==> src/rtl/cfu_pkg.sv <==
// ---------------------------------------------------------------------------
// cfu_pkg
// Shared definitions for the CFU output path: default int8 activation clamp
// bounds, the legal requantisation shift window and the accumulator type.
// No ports (package).
// ---------------------------------------------------------------------------
package cfu_pkg;

    localparam int ACT_MIN_DEFAULT = -128;
    localparam int ACT_MAX_DEFAULT = 127;

    // Keeps 30-shift and 31-shift inside 0..63 so the 64-bit datapath never
    // shifts out of range.
    localparam logic signed [7:0] SHIFT_MIN = -8'sd32;
    localparam logic signed [7:0] SHIFT_MAX = 8'sd30;

    typedef logic signed [31:0] acc_t;

    function automatic logic signed [7:0] clamp_shift(input logic signed [7:0] s);
        logic signed [7:0] r;
        r = s;
        if (s < SHIFT_MIN) begin
            r = SHIFT_MIN;
        end else if (s > SHIFT_MAX) begin
            r = SHIFT_MAX;
        end
        return r;
    endfunction

endpackage

==> src/rtl/requant_core.sv <==
// ---------------------------------------------------------------------------
// requant_core
// Four-stage requantisation pipeline, all stages advance together on en_i.
//   S1: sum  = acc + bias                           (32-bit wrap)
//   S2: prod = sum * mult + (1 << (30 - shift))     (signed 64-bit)
//   S3: res  = (prod >>> (31 - shift))[31:0] + offset
//   S4: res clamped to [ACT_MIN, ACT_MAX], held as one int8 byte
// Ports:
//   clk, reset_n          clock, asynchronous active-low reset
//   en_i                  global advance enable
//   in_valid_i/last_i     sideband of the word entering S1
//   in_acc_i              accumulator entering S1
//   bias_i..shift_i       requantisation parameters (shift already clamped)
//   busy_o                any of S1..S3 holds a valid item
//   out_valid_o/last_o    S4 sideband
//   out_byte_o            S4 clamped int8 result
// ---------------------------------------------------------------------------
module requant_core
    import cfu_pkg::*;
#(
    parameter int ACT_MIN = ACT_MIN_DEFAULT,
    parameter int ACT_MAX = ACT_MAX_DEFAULT
) (
    input  logic              clk,
    input  logic              reset_n,
    input  logic              en_i,
    input  logic              in_valid_i,
    input  logic              in_last_i,
    input  acc_t              in_acc_i,
    input  acc_t              bias_i,
    input  acc_t              mult_i,
    input  acc_t              offset_i,
    input  logic signed [7:0] shift_i,
    output logic              busy_o,
    output logic              out_valid_o,
    output logic              out_last_o,
    output logic [7:0]        out_byte_o
);

    logic              s1_valid_q, s1_valid_d, s1_last_q, s1_last_d;
    acc_t              s1_sum_q, s1_sum_d;
    logic              s2_valid_q, s2_valid_d, s2_last_q, s2_last_d;
    logic signed [63:0] s2_prod_q, s2_prod_d;
    logic              s3_valid_q, s3_valid_d, s3_last_q, s3_last_d;
    acc_t              s3_res_q, s3_res_d;
    logic              s4_valid_q, s4_valid_d, s4_last_q, s4_last_d;
    logic [7:0]        s4_byte_q, s4_byte_d;

    logic signed [63:0] sum_ext, mult_ext;
    logic [5:0]         rnd_sh, res_sh;
    logic [7:0]         clamped;

    always_comb begin
        sum_ext  = {{32{s1_sum_q[31]}}, s1_sum_q};
        mult_ext = {{32{mult_i[31]}}, mult_i};
        // shift_i is pre-clamped to -32..30, so both amounts fit in 6 bits
        rnd_sh   = 6'(8'sd30 - shift_i);
        res_sh   = 6'(8'sd31 - shift_i);

        if (s3_res_q < acc_t'(ACT_MIN)) begin
            clamped = 8'(ACT_MIN);
        end else if (s3_res_q > acc_t'(ACT_MAX)) begin
            clamped = 8'(ACT_MAX);
        end else begin
            clamped = s3_res_q[7:0];
        end
    end

    always_comb begin
        s1_valid_d = s1_valid_q;
        s1_last_d  = s1_last_q;
        s1_sum_d   = s1_sum_q;
        s2_valid_d = s2_valid_q;
        s2_last_d  = s2_last_q;
        s2_prod_d  = s2_prod_q;
        s3_valid_d = s3_valid_q;
        s3_last_d  = s3_last_q;
        s3_res_d   = s3_res_q;
        s4_valid_d = s4_valid_q;
        s4_last_d  = s4_last_q;
        s4_byte_d  = s4_byte_q;
        if (en_i) begin
            s1_valid_d = in_valid_i;
            s1_last_d  = in_last_i;
            s1_sum_d   = in_acc_i + bias_i;
            s2_valid_d = s1_valid_q;
            s2_last_d  = s1_last_q;
            s2_prod_d  = sum_ext * mult_ext + (64'sd1 <<< rnd_sh);
            s3_valid_d = s2_valid_q;
            s3_last_d  = s2_last_q;
            s3_res_d   = acc_t'(s2_prod_q >>> res_sh) + offset_i;
            s4_valid_d = s3_valid_q;
            s4_last_d  = s3_last_q;
            s4_byte_d  = clamped;
        end
    end

    always_ff @(posedge clk or negedge reset_n) begin
        if (!reset_n) begin
            s1_valid_q <= 1'b0;
            s1_last_q  <= 1'b0;
            s1_sum_q   <= '0;
            s2_valid_q <= 1'b0;
            s2_last_q  <= 1'b0;
            s2_prod_q  <= '0;
            s3_valid_q <= 1'b0;
            s3_last_q  <= 1'b0;
            s3_res_q   <= '0;
            s4_valid_q <= 1'b0;
            s4_last_q  <= 1'b0;
            s4_byte_q  <= '0;
        end else begin
            s1_valid_q <= s1_valid_d;
            s1_last_q  <= s1_last_d;
            s1_sum_q   <= s1_sum_d;
            s2_valid_q <= s2_valid_d;
            s2_last_q  <= s2_last_d;
            s2_prod_q  <= s2_prod_d;
            s3_valid_q <= s3_valid_d;
            s3_last_q  <= s3_last_d;
            s3_res_q   <= s3_res_d;
            s4_valid_q <= s4_valid_d;
            s4_last_q  <= s4_last_d;
            s4_byte_q  <= s4_byte_d;
        end
    end

    assign busy_o      = s1_valid_q | s2_valid_q | s3_valid_q;
    assign out_valid_o = s4_valid_q;
    assign out_last_o  = s4_last_q;
    assign out_byte_o  = s4_byte_q;

endmodule

==> src/rtl/requant_pack.sv <==
// ---------------------------------------------------------------------------
// requant_pack
// Requantises int32 accumulators to int8 and packs four results per 32-bit
// word (first result in [7:0]). A row end (in_last) flushes a partial word.
// Ports:
//   clk, reset_n                 clock, asynchronous active-low reset
//   cfg_we, cfg_ready            config write strobe / safe-to-write status
//   cfg_bias, cfg_offset         signed bias and output zero-point
//   cfg_multiplier, cfg_shift    Q31 multiplier and signed shift (clamped)
//   in_valid, in_ready           accumulator handshake
//   in_acc, in_last              accumulator and end-of-row flag
//   out_valid, out_ready         packed word handshake
//   out_data, out_bytes          packed word and its count of valid bytes
// ---------------------------------------------------------------------------
module requant_pack
    import cfu_pkg::*;
#(
    parameter int ACT_MIN = ACT_MIN_DEFAULT,
    parameter int ACT_MAX = ACT_MAX_DEFAULT,
    parameter int LANES   = 4  // only 4 is supported
) (
    input  logic        clk,
    input  logic        reset_n,
    input  logic        cfg_we,
    output logic        cfg_ready,
    input  logic [31:0] cfg_bias,
    input  logic [31:0] cfg_offset,
    input  logic [31:0] cfg_multiplier,
    input  logic [7:0]  cfg_shift,
    input  logic        in_valid,
    output logic        in_ready,
    input  logic [31:0] in_acc,
    input  logic        in_last,
    output logic        out_valid,
    input  logic        out_ready,
    output logic [31:0] out_data,
    output logic [2:0]  out_bytes
);

    logic en, cfg_load, core_busy;
    logic s4_valid, s4_last;
    logic [7:0] s4_byte;

    acc_t              bias_q, bias_d, offset_q, offset_d, mult_q, mult_d, bias_eff;
    logic signed [7:0] shift_q, shift_d;

    logic [2:0]  cnt_q, cnt_d, cnt_inc;
    logic [31:0] pack_q, pack_d, word;
    logic        out_valid_q, out_valid_d;
    logic [31:0] out_data_q, out_data_d;
    logic [2:0]  out_bytes_q, out_bytes_d;

    assign en        = ~out_valid_q | out_ready;
    assign in_ready  = en;
    assign cfg_ready = ~core_busy;
    assign cfg_load  = cfg_we & cfg_ready;

    // An input accepted in the same cycle as a config write must see the new
    // bias; later stages read the registers, which are updated by then.
    assign bias_eff = cfg_load ? acc_t'(cfg_bias) : bias_q;

    always_comb begin
        bias_d   = bias_q;
        offset_d = offset_q;
        mult_d   = mult_q;
        shift_d  = shift_q;
        if (cfg_load) begin
            bias_d   = acc_t'(cfg_bias);
            offset_d = acc_t'(cfg_offset);
            mult_d   = acc_t'(cfg_multiplier);
            shift_d  = clamp_shift($signed(cfg_shift));
        end
    end

    requant_core #(
        .ACT_MIN(ACT_MIN),
        .ACT_MAX(ACT_MAX)
    ) u_core (
        .clk        (clk),
        .reset_n    (reset_n),
        .en_i       (en),
        .in_valid_i (in_valid),
        .in_last_i  (in_last),
        .in_acc_i   (acc_t'(in_acc)),
        .bias_i     (bias_eff),
        .mult_i     (mult_q),
        .offset_i   (offset_q),
        .shift_i    (shift_q),
        .busy_o     (core_busy),
        .out_valid_o(s4_valid),
        .out_last_o (s4_last),
        .out_byte_o (s4_byte)
    );

    always_comb begin
        cnt_d       = cnt_q;
        pack_d      = pack_q;
        out_valid_d = out_valid_q;
        out_data_d  = out_data_q;
        out_bytes_d = out_bytes_q;
        cnt_inc     = cnt_q + 3'd1;
        word        = pack_q;
        word[{cnt_q[1:0], 3'b000} +: 8] = s4_byte;

        if (out_valid_q && out_ready) begin
            out_valid_d = 1'b0;
        end
        // en also covers the emit: a held word blocks the packer entirely,
        // while a consumed word is replaced in the same cycle.
        if (en && s4_valid) begin
            if (cnt_inc == 3'(LANES) || s4_last) begin
                out_valid_d = 1'b1;
                out_data_d  = word;
                out_bytes_d = cnt_inc;
                cnt_d       = 3'd0;
                pack_d      = '0;
            end else begin
                pack_d = word;
                cnt_d  = cnt_inc;
            end
        end
    end

    always_ff @(posedge clk or negedge reset_n) begin
        if (!reset_n) begin
            bias_q      <= '0;
            offset_q    <= '0;
            mult_q      <= '0;
            shift_q     <= '0;
            cnt_q       <= '0;
            pack_q      <= '0;
            out_valid_q <= 1'b0;
            out_data_q  <= '0;
            out_bytes_q <= '0;
        end else begin
            bias_q      <= bias_d;
            offset_q    <= offset_d;
            mult_q      <= mult_d;
            shift_q     <= shift_d;
            cnt_q       <= cnt_d;
            pack_q      <= pack_d;
            out_valid_q <= out_valid_d;
            out_data_q  <= out_data_d;
            out_bytes_q <= out_bytes_d;
        end
    end

    assign out_valid = out_valid_q;
    assign out_data  = out_data_q;
    assign out_bytes = out_bytes_q;

endmodule

==> config.mk <==
export PLATFORM = sky130hd
export DESIGN_NAME = requant_pack
export DESIGN_NICKNAME = d
export VERILOG_FILES = /design/src/rtl/cfu_pkg.sv /design/src/rtl/requant_core.sv /design/src/rtl/requant_pack.sv
export SDC_FILE = /design/constraint.sdc
export NUM_CORES = 2
export LEC_CHECK = 0
export ABC_AREA = 1
export ABC_CLOCK_PERIOD_IN_PS = 9000
export BUFFER_PORTS_ARGS = -buffer_cell sky130_fd_sc_hd__buf_4
export CELL_PAD_IN_SITES_DETAIL_PLACEMENT = 0
export CELL_PAD_IN_SITES_GLOBAL_PLACEMENT = 1
export CORE_MARGIN = 2
export CORE_UTILIZATION = 25
export CTS_CLUSTER_DIAMETER = 50
export CTS_CLUSTER_SIZE = 16
export DETAILED_ROUTE_END_ITERATION = 8
export HOLD_SLACK_MARGIN = 0.05
export PLACE_DENSITY = 0.52
export SLEW_MARGIN = 0
export SYNTH_ARGS = -nofsm -noshare
export SYNTH_HDL_FRONTEND = slang
export SYNTH_SLANG_ARGS = --single-unit
==> constraint.sdc <==
create_clock -name clk -period 9 [get_ports clk]
set_input_delay 0.45 -clock clk [delete_from_list [all_inputs] [get_ports clk]]
set_output_delay 0.45 -clock clk [all_outputs]
set_load 0.01 [all_outputs]
==> out/results.tsv <==
metric	value	unit
status	completed	
final_common_cell	nand2_1	
wire_per_inst	20.1	µm
clk_pin_slew	0.05	ns
cts_max_path_buffers	3	
fin_tns_setup	0	ns
h-tree-depth	3	
rrSetupSlack	0.23	ns
initial_core_util	25.1	%
placedCellCount	11400	
async_flop_share	100	%
hold_start	cfg_multiplier[1]	
syn_to_final_growth	14.6	%
drive_gt1_share	6.77	%
synth_edf_count	0	
cts_tree	built	
cts.sinks	317	
timing.rr.start	shift_q[0]	
setup_viol	0	
cp_data_arrival_time	9.37	ns
worstSetupEndpoint	u_core.s2_prod_q[31]	
grt_max_degree	118	
synthCells	8153	
register_area	7940	µm²
fin_nets	9924	
instances_no_fill	11700	
core	248000	µm²
netlist_area	62200	µm²
period_share	97.4	%
ys_warn_count	0	
gp_congestion	0.925	
ys_seq_area_share	12.8	%
root_buffer	clkbuf_16	
rsz0062_at_grt	false	
reg2regPathDepth	28	
die_h	503	µm
grt_overflow	0	
crit_required	9.60	ns
layout_common_cells	2315 x nand2_1, 2001 x inv_1, 1212 x fa_1, 356 x o21ai_0, 344 x buf_4	
synth.distinct_cells	52	
multiInputGateArea	45000	µm²
pre_cts_ws	0.0726	ns
grt_pass1_wl	359000	µm
wirelength	235000	µm
placed_cell_area	67700	µm²
endpoint_kind	flop	
critPathKind	reg -> reg	
tightest_slew	1.18	ns
fmax	114	MHz
crit_start	shift_q[0]	
track_usage	19.0	%
hp-class	in -> reg	
drt_iter0_markers	3502	
drc	0	
worst-path-max-fanout	12	
cp_common_cell	fa_1	
die_area	253000	µm²
critPathSlowestCell	fa_1	
cts_buffers	73	
timing.final.ws_setup	0.235	ns
start_kind	flop	
ios	180	
dp_hpwl	198000	µm
die-width	503	µm
avgSynthCellArea	7.62	µm²
nFillCells	27100	
reg2reg_to	u_core.s2_prod_q[31]	
synthFlopType	dfrtp_1	
vias_per_cell	4.46	
max_stage_delay	0.58	ns
drtPass1Iterations	6	
antenna_left	0	
relSlewSlack	21.7	%
clk_latency	0.72	ns
maxSlewViolCount	0	
fin_crit	8.77	ns
fin_skew	0.0387	ns
antenna_found_initial	9	
final_area	71200	µm²
syn_nets	9793	
rows	183	
first_global_vias	54500	
hold_viol_final	0	
num_vias	52100	
synth_seq_cells	317	
io_buffers	179	
maxCapViolations	0	
-- how the worst min path moves through the flow --
stage                         end  slack, ns  cells past startpoint
3_3_place_gp   u_core.s3_res_q[0]       0.46                      2
5_1_grt                 mult_q[1]       0.12                      3
4_1_cts                 mult_q[1]       0.07                      3
6_report                mult_q[1]       0.14                      3
3_5_place_dp           bias_q[18]       0.47                      2
2_1_floorplan           bias_q[0]       0.15                      0
-- layout make-up --
type | instances | area share [%]
multi-input cells | 5419 | 63.2
flip-flops and latches | 317 | 11.1
diodes | 2 | 0.00702
clock inverters | 42 | 0.752
well taps | 3330 | 5.85
inverters | 2012 | 10.6
repair buffers | 461 | 5.57
clock buffers | 93 | 2.82
-- per-stage QoR --
stage | hold slack (ns) | util (%)
floorplan | 0.154 | -
global placement | 0.463 | 27.3
detailed placement | 0.466 | 27.3
CTS | 0.0686 | 28.7
global route | 0.120 | 28.7
finish | 0.143 | 28.7
-- registers in the layout, indices dropped and copies added (netlist names), 3 cells and up --
signal             flops
u_core.s3_res_q       32
mult_q                32
u_core.s2_prod_q      64
u_core.s1_sum_q       32
bias_q                32
u_core.out_byte_o      8
pack_q                32
offset_q              32
out_bytes              3
out_data              32
cnt_q                  3
shift_q                6
-- routing by layer --
layer / track usage [%] / routed length (µm)
met1: 27.5 / 112000
met2: 30.7 / 109000
met3: 1.91 / 9780
met4: 3.45 / 3820
met5: 0 / 13
-- cell families (layout without fill, tap and decap cells) --
family / Yosys count / after routing / share of synthesized area (%)
other cells: 0 / 2 / 0
flops: 317 / 317 / 12.8
simple gates: 3117 / 3117 / 20.2
buf+inv: 2417 / 2608 / 14.8
xor+xnor: 40 / 40 / 0.564
compound gates: 732 / 732 / 6.37
mux: 32 / 32 / 0.515
fa+ha+maj: 1498 / 1498 / 44.8
-- worst max-delay path, delay by kind of cell, from the launching register on --
family,cells,cell delay [ns]
adders and majority gates,9,4.64
xor gates and xnor gates,1,0.42
and+or+nand+nor,8,1.54
AOI/OAI and AO/OA,4,0.96
buffers and inverters,6,0.58
DFF,1,0.51
-- synthesized netlist by cell type (all sizes together) (2+ instances only) --
library cell | instances | area share [%]
inv | 2008 | 12
and3 | 4 | 0.040
xor2 | 16 | 0.23
nor4 | 19 | 0.19
o21bai | 16 | 0.19
a211oi | 2 | 0.024
nand3b | 18 | 0.22
a31oi | 28 | 0.28
o211ai | 7 | 0.085
a21oi | 182 | 1.5
o22ai | 58 | 0.58
o31ai | 2 | 0.024
nor2 | 323 | 2.0
ha | 286 | 5.8
xnor2 | 24 | 0.34
o221ai | 4 | 0.056
a21boi | 6 | 0.072
o21ai | 396 | 3.2
nor3 | 36 | 0.29
a21o | 11 | 0.13
or2 | 42 | 0.42
nand2 | 2322 | 14
o21a | 15 | 0.18
buf | 74 | 0.69
nand3 | 298 | 2.4
fa | 1212 | 39
clkinv | 4 | 0.024
dfrtp | 317 | 13
mux2i | 32 | 0.52
nand4 | 53 | 0.53
clkbuf | 331 | 2.0
-- timing repair --
item / in CTS / in global routing
resized for setup: 0 / 5
setup buffers: 0 / 3
setup endpoints to repair: 0 / 15
hold buffers: 95 / 0
hold endpoints to repair: 163 / 0
Power is left out: the tool's default activity adds up to more than one toggle a clock period on the data nets, which glitch-free logic cannot reach.
